`config.mk`:
```
export PLATFORM = sky130hd
export DESIGN_NAME = io_hub_flat
export DESIGN_NICKNAME = d
export VERILOG_FILES = /design/src/rtl/io_hub_pkg.sv /design/src/rtl/io_hub_if.sv /design/src/rtl/io_hub_sync_fifo.sv /design/src/rtl/io_hub.sv /design/src/flat_wrapper.sv
export SDC_FILE = /design/constraint.sdc
export NUM_CORES = 1
export LEC_CHECK = 0
export BUFFER_PORTS_ARGS = -buffer_cell sky130_fd_sc_hd__buf_2
export CAP_MARGIN = 20
export CORE_ASPECT_RATIO = 1.75
export CORE_MARGIN = 4
export CORE_UTILIZATION = 40
export CTS_CLUSTER_DIAMETER = 80
export CTS_CLUSTER_SIZE = 25
export DETAILED_ROUTE_END_ITERATION = 10
export GPL_TIMING_DRIVEN = 0
export HOLD_SLACK_MARGIN = 0.06
export SKIP_LAST_GASP = 1
export SYNTH_ARGS = -nofsm -noshare
export SYNTH_HDL_FRONTEND = slang
export SYNTH_SLANG_ARGS = --single-unit
```
`constraint.sdc`:
```
create_clock -name clk -period 4 [get_ports clk]
set_clock_uncertainty 0.05 [all_clocks]
set_input_delay 0.8 -clock clk [delete_from_list [all_inputs] [get_ports clk]]
set_output_delay 0.8 -clock clk [all_outputs]
set_load 0.01 [all_outputs]
```
`src/rtl/io_hub_pkg.sv`:
```
// Shared constants for io_hub: register offsets inside the 8-word window, LED mode
// encodings and KBD_STATUS bit positions.
package io_hub_pkg;

  localparam logic [2:0] KBD_DATA   = 3'd0;
  localparam logic [2:0] KBD_STATUS = 3'd1;
  localparam logic [2:0] LED        = 3'd2;
  localparam logic [2:0] LED_MODE   = 3'd3;
  localparam logic [2:0] TIMER_LO   = 3'd4;
  localparam logic [2:0] TIMER_HI   = 3'd5;

  typedef enum logic [1:0] {
    LedStatic = 2'd0,
    LedBlink  = 2'd1,
    LedCount  = 2'd2,
    LedKbd    = 2'd3
  } led_mode_e;

  localparam int unsigned StNonEmpty = 0;
  localparam int unsigned StFull     = 1;
  localparam int unsigned StOverflow = 2;
  localparam int unsigned StCountLsb = 4;

  localparam int unsigned TimerW = 32;

endpackage

```
`src/rtl/io_hub_if.sv`:
```
// CPU data-port bus into io_hub: read strobe/address with registered read data, plus a
// single-cycle write strobe/address/data.
interface io_hub_if #(
  parameter int unsigned DATA_W = 16,
  parameter int unsigned ADDR_W = 16
) ();
  logic              ren;
  logic [ADDR_W-1:0] raddr;
  logic [DATA_W-1:0] rdata;
  logic              wen;
  logic [ADDR_W-1:0] waddr;
  logic [DATA_W-1:0] wdata;

  modport master (
    output ren, raddr, wen, waddr, wdata,
    input  rdata
  );

  modport slave (
    input  ren, raddr, wen, waddr, wdata,
    output rdata
  );
endinterface

```
`src/rtl/io_hub_sync_fifo.sv`:
```
// Synchronous FIFO with first-word-fall-through head. Pointers carry one extra wrap bit so
// full and empty are distinguished without a separate counter.
module sync_fifo #(
  parameter int unsigned WIDTH = 16,
  parameter int unsigned DEPTH = 8,
  localparam int unsigned AW = $clog2(DEPTH),
  localparam int unsigned CW = AW + 1
) (
  input  logic             clk,
  input  logic             reset,
  input  logic             push,
  input  logic             pop,
  input  logic [WIDTH-1:0] wdata,
  output logic [WIDTH-1:0] head,
  output logic             full,
  output logic             empty,
  output logic [CW-1:0]    count
);

  localparam logic [AW:0] PtrOne = 1;

  logic [WIDTH-1:0] mem [DEPTH];
  logic [AW:0]      wr_ptr_q, rd_ptr_q;
  logic             do_push, do_pop;

  assign empty = (wr_ptr_q == rd_ptr_q);
  assign full  = (wr_ptr_q[AW-1:0] == rd_ptr_q[AW-1:0]) && (wr_ptr_q[AW] != rd_ptr_q[AW]);
  assign count = wr_ptr_q - rd_ptr_q;
  assign head  = mem[rd_ptr_q[AW-1:0]];

  // A pop frees the head slot in the same cycle, so a full FIFO may still accept a push.
  assign do_pop  = pop && !empty;
  assign do_push = push && (!full || do_pop);

  always_ff @(posedge clk) begin
    if (reset) begin
      wr_ptr_q <= '0;
      rd_ptr_q <= '0;
    end else begin
      if (do_push) wr_ptr_q <= wr_ptr_q + PtrOne;
      if (do_pop)  rd_ptr_q <= rd_ptr_q + PtrOne;
    end
  end

  always_ff @(posedge clk) begin
    if (do_push) mem[wr_ptr_q[AW-1:0]] <= wdata;
  end

endmodule

```
`src/rtl/io_hub.sv`:
```
// io_hub: memory-mapped I/O hub with scancode FIFO, LED modes and a 32-bit cycle timer.
// Register reads have one cycle of latency; rdata holds until the next read strobe.
module io_hub
  import io_hub_pkg::*;
#(
  parameter int unsigned       DATA_W    = 16,
  parameter int unsigned       ADDR_W    = 16,
  parameter logic [ADDR_W-1:0] BASE      = 16'hFF00,
  parameter int unsigned       KBD_DEPTH = 8,
  parameter int unsigned       LED_W     = 8,
  parameter int unsigned       BLINK_BIT = 24
) (
  input  logic             clk,
  input  logic             reset,
  io_hub_if.slave          bus,
  input  logic             kbd_valid,
  input  logic [15:0]      kbd_code,
  output logic [LED_W-1:0] leds,
  output logic             status_led,
  output logic             kbd_irq
);

  localparam int unsigned CW = $clog2(KBD_DEPTH) + 1;

  logic              rd_hit, wr_hit;
  logic [2:0]        rd_off, wr_off;
  logic              kbd_rd, ovf_set, ovf_clr;
  logic              fifo_full, fifo_empty;
  logic [15:0]       fifo_head;
  logic [CW-1:0]     fifo_count;
  logic [7:0]        status;
  logic [DATA_W-1:0] rd_val;

  logic [DATA_W-1:0] rdata_q;
  logic [LED_W-1:0]  led_q;
  led_mode_e         mode_q;
  logic [TimerW-1:0] timer_q, timer_d;
  logic              ovf_q, ovf_d;
  logic [LED_W-1:0]  leds_q, leds_d;

  assign rd_hit = (bus.raddr[ADDR_W-1:3] == BASE[ADDR_W-1:3]);
  assign wr_hit = (bus.waddr[ADDR_W-1:3] == BASE[ADDR_W-1:3]) && bus.wen;
  assign rd_off = bus.raddr[2:0];
  assign wr_off = bus.waddr[2:0];

  assign kbd_rd  = bus.ren && rd_hit && (rd_off == KBD_DATA);
  // A full FIFO always has a head to pop, so only a data read rescues the incoming code.
  assign ovf_set = kbd_valid && fifo_full && !kbd_rd;
  assign ovf_clr = wr_hit && (wr_off == KBD_STATUS) && bus.wdata[StOverflow];

  sync_fifo #(
    .WIDTH (16),
    .DEPTH (KBD_DEPTH)
  ) u_kbd_fifo (
    .clk   (clk),
    .reset (reset),
    .push  (kbd_valid),
    .pop   (kbd_rd),
    .wdata (kbd_code),
    .head  (fifo_head),
    .full  (fifo_full),
    .empty (fifo_empty),
    .count (fifo_count)
  );

  always_comb begin
    status                       = '0;
    status[StNonEmpty]           = !fifo_empty;
    status[StFull]               = fifo_full;
    status[StOverflow]           = ovf_q;
    status[StCountLsb +: 4]      = 4'(fifo_count);
  end

  always_comb begin
    rd_val = '0;
    if (rd_hit) begin
      case (rd_off)
        KBD_DATA:   rd_val = fifo_empty ? '0 : DATA_W'(fifo_head);
        KBD_STATUS: rd_val = DATA_W'(status);
        LED:        rd_val = DATA_W'(led_q);
        LED_MODE:   rd_val = DATA_W'(mode_q);
        TIMER_LO:   rd_val = DATA_W'(timer_q[15:0]);
        TIMER_HI:   rd_val = DATA_W'(timer_q[31:16]);
        default:    rd_val = '0;
      endcase
    end
  end

  always_comb begin
    timer_d = timer_q + 32'd1;
    if (wr_hit && (wr_off == TIMER_LO)) timer_d = {timer_q[31:16], bus.wdata[15:0]};
    if (wr_hit && (wr_off == TIMER_HI)) timer_d = {bus.wdata[15:0], timer_q[15:0]};
    ovf_d = (ovf_q && !ovf_clr) || ovf_set;
  end

  always_comb begin
    leds_d = '0;
    unique case (mode_q)
      LedStatic: leds_d = led_q;
      LedBlink:  leds_d = led_q & {LED_W{timer_q[BLINK_BIT]}};
      LedCount:  leds_d = LED_W'(timer_q >> BLINK_BIT);
      LedKbd:    leds_d = fifo_empty ? '0 : fifo_head[LED_W-1:0];
      default:   leds_d = '0;
    endcase
  end

  always_ff @(posedge clk) begin
    if (reset) begin
      rdata_q <= '0;
      led_q   <= '0;
      mode_q  <= LedStatic;
      timer_q <= '0;
      ovf_q   <= 1'b0;
      leds_q  <= '0;
    end else begin
      if (bus.ren) rdata_q <= rd_val;
      if (wr_hit && (wr_off == LED))      led_q  <= bus.wdata[LED_W-1:0];
      if (wr_hit && (wr_off == LED_MODE)) mode_q <= led_mode_e'(bus.wdata[1:0]);
      timer_q <= timer_d;
      ovf_q   <= ovf_d;
      leds_q  <= leds_d;
    end
  end

  assign bus.rdata  = rdata_q;
  assign leds       = leds_q;
  assign status_led = timer_q[BLINK_BIT];
  assign kbd_irq    = !fifo_empty;

endmodule

```
`src/flat_wrapper.sv`:
```
// flat-port wrapper written by rule: the top's interface ports become plain ports
module io_hub_flat import io_hub_pkg::*;
#(
  parameter int unsigned       DATA_W    = 16,
  parameter int unsigned       ADDR_W    = 16,
  parameter logic [ADDR_W-1:0] BASE      = 16'hFF00,
  parameter int unsigned       KBD_DEPTH = 8,
  parameter int unsigned       LED_W     = 8,
  parameter int unsigned       BLINK_BIT = 24
)
  (clk, reset, kbd_valid, kbd_code, leds, status_led, kbd_irq, bus_ren, bus_raddr, bus_wen, bus_waddr, bus_wdata, bus_rdata);
  io_hub_if #(.DATA_W(DATA_W), .ADDR_W(ADDR_W)) bus_i ();
  input  logic clk;
  input  logic reset;
  input  logic kbd_valid;
  input  logic [15:0] kbd_code;
  output logic [LED_W-1:0] leds;
  output logic status_led;
  output logic kbd_irq;
  input wire logic [$bits(bus_i.ren)-1:0] bus_ren;
  input wire logic [$bits(bus_i.raddr)-1:0] bus_raddr;
  input wire logic [$bits(bus_i.wen)-1:0] bus_wen;
  input wire logic [$bits(bus_i.waddr)-1:0] bus_waddr;
  input wire logic [$bits(bus_i.wdata)-1:0] bus_wdata;
  output wire logic [$bits(bus_i.rdata)-1:0] bus_rdata;
  assign bus_i.ren = bus_ren;
  assign bus_i.raddr = bus_raddr;
  assign bus_i.wen = bus_wen;
  assign bus_i.waddr = bus_waddr;
  assign bus_i.wdata = bus_wdata;
  assign bus_rdata = bus_i.rdata;
  io_hub #(.DATA_W(DATA_W), .ADDR_W(ADDR_W), .BASE(BASE), .KBD_DEPTH(KBD_DEPTH), .LED_W(LED_W), .BLINK_BIT(BLINK_BIT)) u_core (.clk(clk), .reset(reset), .bus(bus_i), .kbd_valid(kbd_valid), .kbd_code(kbd_code), .leds(leds), .status_led(status_led), .kbd_irq(kbd_irq));
endmodule
```
==> results of run 1 <==
## cells in the mapped netlist (3+ instances only)
library cell    n
nand3_1        24
and4_1          7
mux4_2         32
ha_1            6
o21ai_1         6
a22oi_1         8
nor3_1         22
edfxtp_1      128
or3_1           6
buf_1           6
a21oi_1        51
nand4_1        17
o22ai_1         4
nor2_1         45
and3_1         12
nand2b_1        6
buf_6           4
a21boi_0        3
o21ai_0        27
clkbuf_1       26
and2_0          4
a211oi_1        7
nand2_1        44
nor4_1          7
dfxtp_1        78
nor3b_1         4
nand3b_1        3
or2_2           3
a31oi_1        11
o221ai_1        4
mux2i_1        24
mux2_2         19
buf_2           5
a32oi_1         3
inv_1          13
xnor2_1         7
nor4_2          3
a22o_1          5
nor2b_1        17
## layout make-up
cell class	count	area [µm²]	area share
Antenna cell	1	2.50	0.000232
Buffer	42	198	0.0184
Clock buffer	16	337	0.0313
Clock inverter	3	47.5	0.00442
Inverter	14	52.6	0.00488
Multi-Input combinational cell	488	3720	0.346
Sequential cell	206	5410	0.502
Tap cell	300	375	0.0349
Timing Repair Buffer	102	627	0.0582
## worst max-delay path by stage
stage | endpoint | slack, ns | depth (start not counted)
2_1_floorplan | u_core.u_kbd_fifo.mem[0][0] | 0.51 | 5
3_3_place_gp | u_core.u_kbd_fifo.mem[1][10] | -1.21 | 6
3_5_place_dp | u_core.u_kbd_fifo.mem[0][10] | 0.20 | 7
4_1_cts | u_core.u_kbd_fifo.mem[0][11] | 0.69 | 7
5_1_grt | u_core.u_kbd_fifo.mem[0][10] | 0.46 | 7
6_report | u_core.timer_q[28] | 0.71 | 6
## sequential cells by signal, indices dropped and copies added (netlist names), named ones only
name / count
u_core.u_kbd_fifo.mem: 128
u_core.timer_q: 32
u_core.bus.rdata: 16
u_core.led_q: 8
u_core.leds: 8
u_core.u_kbd_fifo.rd_ptr_q: 4
u_core.u_kbd_fifo.wr_ptr_q: 4
u_core.mode_q: 2
u_core.ovf_q: 1
## metrics by stage
| stage | cells | worst slack, ns | util |
|---|---|---|---|
| finish | 1172 | 0.708 | 0.471 |
| global route | 1171 | 0.459 | 0.471 |
| CTS | 1171 | 0.686 | 0.471 |
| detailed placement | 1152 | 0.197 | 0.455 |
| global placement | 1143 | -1.21 | 0.446 |
| floorplan | 750 | 0.510 | - |
## critical path, delay by kind of cell (launching register included)
kind	cells	cell delay [ns]
AO/OA/AOI/OAI	1	0.17
flip-flops	1	0.46
AND/OR/NAND/NOR	4	2.26
adder cells (fa/ha/maj)	1	0.27
## layer usage
| metal | track usage | vias up |
|---|---|---|
| met2 | 0.386 | 266 |
| met5 | 0 | - |
| met3 | 0.0217 | 109 |
| met4 | 0.136 | 0 |
| met1 | 0.220 | 3279 |
| li1 | - | 3131 |
## cell families after synthesis
family,share of synthesized area
AO/OA/AOI/OAI,0.107
XOR/XNOR,0.00844
adder cells (fa/ha/maj),0.0102
buffers and inverters,0.0268
flip-flops,0.579
multiplexers,0.126
AND/OR/NAND/NOR,0.143
## report_power, final
part / internal, µW / switching (µW)
Sequential: 2290 / 15.2
Clock: 670 / 699
Combinational: 87.3 / 152
==> impl_metrics.tcl, run 1 <==
set metrics [dict create \
    drt-initial-drc-count 452 \
    wl_met1_mm 9.38 \
    fin_crit_sh 0.823 \
    num_rows 73 \
    routed-via-count 6785 \
    cts_hold_buf 0 \
    fmax_ghz 0.304 \
    path_cells "ha_1 -> nand4_1 -> nor4_1 -> nand2_1 -> or3_1 -> a31oi_1" \
    dr.max_layer_used "met4" \
    seq_area_frac_synth 0.579 \
    whs_ns 0.436 \
    root_buffer "clkbuf_16" \
    synth_top_area_cell "edfxtp_1" \
    ctsResizeCount 0 \
    crit_type "register to register" \
    cts.sink_count 206 \
    fp.dieW_um 124 \
    grt_pass1_vias 6842 \
    routed_wl_mm 27.0 \
    path_max_fanout 7 \
    synth-main-ff-cell "edfxtp_1" \
    rsz0062_at_grt "false" \
    ios 95 \
    synthArstFlopShare 0 \
    numCtsBuffers 12 \
    start_util 0.409 \
    avgSynthCellArea_um2 12.5 \
    required_ns 4.34 \
    synthesis.area_um2 9340 \
    h-tree-depth 1 \
    synth_top_cell_area_share 0.412 \
    wl_met2_mm 14.4 \
    synth_cell_types 76 \
    clk_pin_slew_worst_paths_ns 0.10 \
    core_region_area_um2 22800 \
    maxSlewHeadroom 0.281 \
    grt_max_degree 27 \
    fill_cells 2128 \
    hold_path_end "u_core.ovf_q" \
    drv_slew 0 \
    cp-startpoint "u_core.timer_q[0]" \
    r2r_setup_slack_ns 0.71 \
    synth-seq-cells 206 \
    tightest_slew_ns 1.07 \
    syn_to_final_growth_pct 15.3 \
    cts_tree "yes" \
    tns_ns 0 \
    final_area_um2 10800 \
    ir_worst_vdd_v 0.000310 \
    ant_nets 0 \
    synth_edf_count 128 \
    antenna_found_initial 1 \
    drc_errors 0 \
    grt_pass1_wl_mm 40.4 \
    hold_path.class "register to register" \
    timing.rr.start "u_core.timer_q[0]" \
    startpoint_type "register" \
    arrival_ns 3.64 \
    critical_path.slowest_cell "nor4_1" \
    power_uw 3910 \
    drive_gt1_frac 0.237 \
    grt_usage 0.209 \
    most-common-layout-cells "edfxtp_1, buf_2, dfxtp_1" \
    leakage_uw 0.00362 \
    drv_cap 0 \
    yosys_warnings 0 \
    dpl-instance-area_um2 10400 \
    clock_latency_ns 0.49 \
    rr_endpoint "u_core.timer_q[28]" \
    die_h_um 210 \
    min-delay-start "u_core.ovf_q" \
    post_cts_buffers 0 \
    period_minus_slack_ns 3.29 \
    cts_buffer_depth 3 \
    first_pass_iters 5 \
    holdPathStages 2 \
    reg2reg_depth 6 \
    grt-ovfl-total 0 \
    wl_per_cell_um 23.0 \
    worst_setup_path_end_kind "register" \
    p_per_area_nw_per_um2 363 \
    netlist_instances 750 \
    max_stage_delay_ns 0.99 \
    hpwl_mm 20.6 \
    syn_nets 826 \
    outcome "finished clean" \
    wl_met3_mm 1.17 \
    setup_viol 0 \
    final_common_cell "edfxtp_1" \
    portBuffers 93 \
    hold_viol 0 \
    place.gp.congestion 0.979 \
    avgViaCountPerCell 5.79 \
    die-area_um2 26000 \
    nNetsFinal 942 \
    yosys-top-cells-area "edfxtp_1, dfxtp_1, mux4_2" \
]
(Power assumes the default switching activity.)
==> run 2: changes to the inputs <==
==> constraint.sdc (replaced) <==
create_clock -name clk -period 3.05 [get_ports clk]
set_clock_uncertainty 0.05 [all_clocks]
set_input_delay 0.61 -clock clk [delete_from_list [all_inputs] [get_ports clk]]
set_output_delay 0.61 -clock clk [all_outputs]
set_load 0.01 [all_outputs]
==> run 2 against run 1 <==
- flip-flop and latch count is the same
- fmax grew 12%
- sequential power grew 31%
- power grew 29%
- count of clock-buffer cells in the layout grew 1
- critical endpoint unchanged
- hold slack lost 0.084 ns
- sequential share of layout area is essentially flat
==> impl_metrics.tcl, run 2 (synthesis results as in run 1) <==
set metrics [dict create \
    place.gp.congestion 0.930 \
    die-area_um2 26000 \
    dp_slack_ns -0.503 \
    setup_viol 0 \
    startpoint_type "register" \
    p_per_area_nw_per_um2 470 \
    wl_met3_mm 1.22 \
    leakage_uw 0.00360 \
    routed-via-count 6860 \
    h-tree-depth 1 \
    fin_crit_sh 0.966 \
    core_region_area_um2 22800 \
    dr.max_layer_used "met4" \
    grt_max_degree 27 \
    portBuffers 93 \
    die_h_um 210 \
    arrival_ns 3.28 \
    numCtsBuffers 12 \
    path_cells "ha_1 -> nand4_1 -> nor4_2 -> nand2_1 -> or3_1 -> a31oi_1" \
    start_util 0.409 \
    final_common_cell "edfxtp_1" \
    num_antenna_cells 0 \
    cts_tree "yes" \
    most-common-layout-cells "edfxtp_1, buf_2, dfxtp_1" \
    hpwl_mm 20.5 \
    path_max_fanout 7 \
    num_rows 73 \
    nNetsFinal 941 \
    drc_errors 0 \
    ir_worst_vdd_v 0.000360 \
    wl_met1_mm 9.12 \
    clock_latency_ns 0.49 \
    cts.sink_count 206 \
    drv_cap 0 \
    drive_gt1_frac 0.238 \
    avgViaCountPerCell 5.86 \
    grt_usage 0.206 \
    fill_cells 2146 \
    fmax_ghz 0.339 \
    grt_pass1_vias 6885 \
    wl_per_cell_um 23.1 \
    ios 95 \
    outcome "finished clean" \
    first_pass_iters 7 \
    drv_slew 0 \
    antenna_found_initial 0 \
    hold_viol 0 \
    syn_to_final_growth_pct 15.2 \
    cts_buffer_depth 3 \
    grt_pass1_wl_mm 39.9 \
    wl_met2_mm 14.5 \
    rsz0062_at_grt "true" \
    tightest_slew_ns 0.939 \
    root_buffer "clkbuf_16" \
    post_cts_buffers 0 \
    max_stage_delay_ns 0.70 \
    critical_path.slowest_cell "nor4_2" \
    routed_wl_mm 27.1 \
    cts_hold_buf 0 \
    largest_reg_flops 128 \
    maxSlewHeadroom 0.374 \
    period_minus_slack_ns 2.95 \
    hold_path.class "primary input to register" \
    fp.dieW_um 124 \
    grt-ovfl-total 0 \
    whs_ns 0.351 \
    clk_pin_slew_worst_paths_ns 0.11 \
    required_ns 3.39 \
    crit_type "register to register" \
    worst_setup_path_end_kind "register" \
    ant_nets 0 \
    drt-initial-drc-count 500 \
    setup_slack_ns 0.103 \
]
==> run 2: cell count changes in the layout (fill, tap and decap cells not counted) <==
cell	delta
buf_6	-3
buf_8	+2
nor3_2	-2
nor3_4	+2
bufinv_16	-1
clkbuf_2	+1
clkinv_4	-1
clkinv_8	+1
diode_2	-1
nor4_1	-1
nor4_2	+1
o21ai_1	-1
o21ai_2	+1
==> run 2: worst paths after layout <==
| kind | slack, ns | cells after the start | end | start |
|---|---|---|---|---|
| worst max-delay path | 0.10 | 6 | u_core.timer_q[28] | u_core.timer_q[0] |
| worst min-delay path | 0.35 | 3 | u_core.led_q[6] | bus_wdata[6] |
| worst max register to register | 0.10 | 6 | u_core.timer_q[28] | u_core.timer_q[0] |
| worst min register to register | 0.45 | 1 | u_core.bus.rdata[2] | u_core.bus.rdata[2] |
==> run 2: critical path, delay by kind of cell (launching register included) <==
kind                       cells  cell delay, ns
and+or+nand+nor                4            1.86
AOI/OAI and AO/OA              1            0.16
DFF                            1            0.48
adders and majority gates      1            0.29
==> run 2: stage by stage <==
step | instance area (µm²) | cells | total power [µW] | setup TNS [ns] | utilization
global placement | 10200 | 1143 | 3380 | -132.18 | 0.447
global route | 10800 | 1170 | 5210 | -0.134 | 0.471
floorplan | 9360 | 750 | 3230 | 0 | -
finish | 10800 | 1170 | 5060 | 0 | 0.471
detailed placement | 10400 | 1151 | 3410 | -29.14 | 0.455
CTS | 10800 | 1170 | 5100 | 0 | 0.471
==> run 2: layout make-up <==
cell class                 instances  area (µm²)  share of cell area
clock inverter                     2        25.0             0.00232
inverter                          14        52.6             0.00488
clock buffer                      17         340              0.0316
multi-input combinational        488        3740               0.348
tap                              300         375              0.0349
buffer                            42         199              0.0185
timing repair buffer             101         623              0.0579
sequential                       206        5410               0.502
==> run 2: power by group <==
group | total [µW] | internal (µW) | switching, µW
combinational | 321 | 119 | 202
sequential | 3020 | 3000 | 21.6
clock | 1710 | 802 | 909
==> run 2: repair_timing <==
| action | 4_1_cts | 5_1_grt |
|---|---|---|
| cloned | 0 | 0 |
| setup endpoints to repair | 5 | 52 |
| resized for setup | 2 | 1 |
==> run 2: metal layers <==
metal,GRT usage,up-vias
met5,0,-
met4,0.147,0
met3,0.0247,111
met2,0.379,264
met1,0.210,3352
li1,-,3133
==> run 3: changes to the inputs <==
--- a/config.mk
+++ b/config.mk
@@ -15,6 +15,7 @@
 export DETAILED_ROUTE_END_ITERATION = 10
 export GPL_TIMING_DRIVEN = 0
 export HOLD_SLACK_MARGIN = 0.06
+export RECOVER_POWER = 50
 export SKIP_LAST_GASP = 1
 export SYNTH_ARGS = -nofsm -noshare
 export SYNTH_HDL_FRONTEND = slang
==> run 3 against run 2 <==
- design area down 0.84%
- routed wire length is 0.22% higher
- count of clock-buffer cells in the layout stayed put
- final cell count stayed put
- register-to-register slack better by 0.04 ns
- combinational power down 1%
- die area is the same
- sequential power about the same
- sequential share of layout area rose by 0.42 points
- largest cell class unchanged
- power hardly changed
- critical endpoint is now u_core.timer_q[16]
==> impl_metrics.tcl, run 3 (synthesis results as in run 1) <==
set metrics [dict create \
    outcome "finished clean" \
    fin_util 0.467 \
    routed_wl_mm 27.1 \
    drv_slew 0 \
    numCtsBuffers 12 \
    cts_hold_buf 0 \
    fmax_ghz 0.341 \
    arrival_ns 3.23 \
    core_region_area_um2 22800 \
    drive_gt1_frac 0.186 \
    startpoint_type "primary input" \
    ir_worst_vdd_v 0.000360 \
    setup_slack_ns 0.120 \
    post_cts_buffers 0 \
    antenna_found_initial 0 \
    most-common-layout-cells "edfxtp_1, dfxtp_1, clkbuf_1" \
    cts_tree "yes" \
    leakage_uw 0.00344 \
    avgViaCountPerCell 5.85 \
    p_per_area_nw_per_um2 474 \
    largest_reg_flops 128 \
    ios 95 \
    fill_cells 2171 \
    hold_viol 0 \
    portBuffers 93 \
    drc_errors 0 \
    hpwl_mm 20.5 \
    ctsResizeCount 2 \
    final_common_cell "edfxtp_1" \
    setup_viol 0 \
    cts.sink_count 206 \
    rsz0062_at_grt "true" \
    grt_pass1_wl_mm 39.9 \
    die_h_um 210 \
    fp.dieW_um 124 \
    clk_pin_slew_worst_paths_ns 0.11 \
    grt_max_degree 27 \
    drt-initial-drc-count 465 \
    wl_per_cell_um 23.2 \
    ant_nets 0 \
    maxSlewHeadroom 0.328 \
    required_ns 3.35 \
    grt_usage 0.206 \
    period_minus_slack_ns 2.93 \
    first_pass_iters 5 \
    hold_path.class "primary input to register" \
    h-tree-depth 1 \
    die-area_um2 26000 \
    clock_latency_ns 0.49 \
    place.gp.congestion 0.930 \
    routed-via-count 6840 \
    start_util 0.409 \
    nNetsFinal 941 \
    r2r_setup_slack_ns 0.14 \
    crit_type "primary input to register" \
    num_rows 73 \
    worst_setup_path_end_kind "register" \
    drv_cap 0 \
    grt-ovfl-total 0 \
    dp_slack_ns -0.503 \
    fin_crit_sh 0.961 \
    path_max_fanout 10 \
    cts_buffer_depth 3 \
    tightest_slew_ns 0.997 \
    num_antenna_cells 0 \
    grt_pass1_vias 6885 \
    root_buffer "clkbuf_16" \
    syn_to_final_growth_pct 14.3 \
]
## run 3: path summary, 6_finish.rpt
kind / from / to / cells after the start
worst min register to register: u_core.bus.rdata[2] / u_core.bus.rdata[2] / 1
worst min-delay path: bus_wdata[5] / u_core.led_q[5] / 3
worst max-delay path: bus_waddr[4] / u_core.timer_q[16] / 7
worst max register to register: u_core.timer_q[0] / u_core.timer_q[28] / 6
## run 3: layout make-up
| cell class | count | area, µm² | share of cell area |
|---|---|---|---|
| Buffer | 42 | 190 | 0.0178 |
| Clock buffer | 17 | 340 | 0.0319 |
| Sequential cell | 206 | 5410 | 0.506 |
| Timing Repair Buffer | 101 | 557 | 0.0522 |
| Inverter | 14 | 52.6 | 0.00492 |
| Multi-Input combinational cell | 488 | 3730 | 0.349 |
| Tap cell | 300 | 375 | 0.0352 |
| Clock inverter | 2 | 25.0 | 0.00234 |
## run 3: worst max-delay path, stage by stage
cell      delay [ns]
buf_2           0.10
or4_2           0.65
clkbuf_1        0.18
nor4_2          0.82
nor3_1          0.26
a211oi_1        0.53
nor4_2          0.09
## run 3: through the flow
stage	instances	instance area [µm²]	hold WS (ns)	power, µW	TNS (ns)
floorplan	750	9360	0.382	3230	0
global placement	1143	10200	0.417	3380	-132.18
detailed placement	1151	10400	0.421	3410	-29.14
CTS	1170	10800	0.342	5100	0
global route	1170	10700	0.374	5210	-0.134
finish	1170	10700	0.355	5050	0
## run 3: layer usage
| layer | routed length [µm] | vias up | global-route usage |
|---|---|---|---|
| met4 | 2250 | 0 | 0.147 |
| met1 | 9250 | 3328 | 0.210 |
| met3 | 1160 | 114 | 0.0247 |
| li1 | - | 3137 | - |
| met5 | 0 | - | 0 |
| met2 | 14400 | 261 | 0.379 |
## run 3: report_power, final
group	internal (µW)	switching, µW	total [µW]	leakage (µW)
logic	115	202	317	0.00147
clock network	802	912	1710	0.000176
registers	3000	21.3	3020	0.00179
total	3920	1140	5050	0.00344
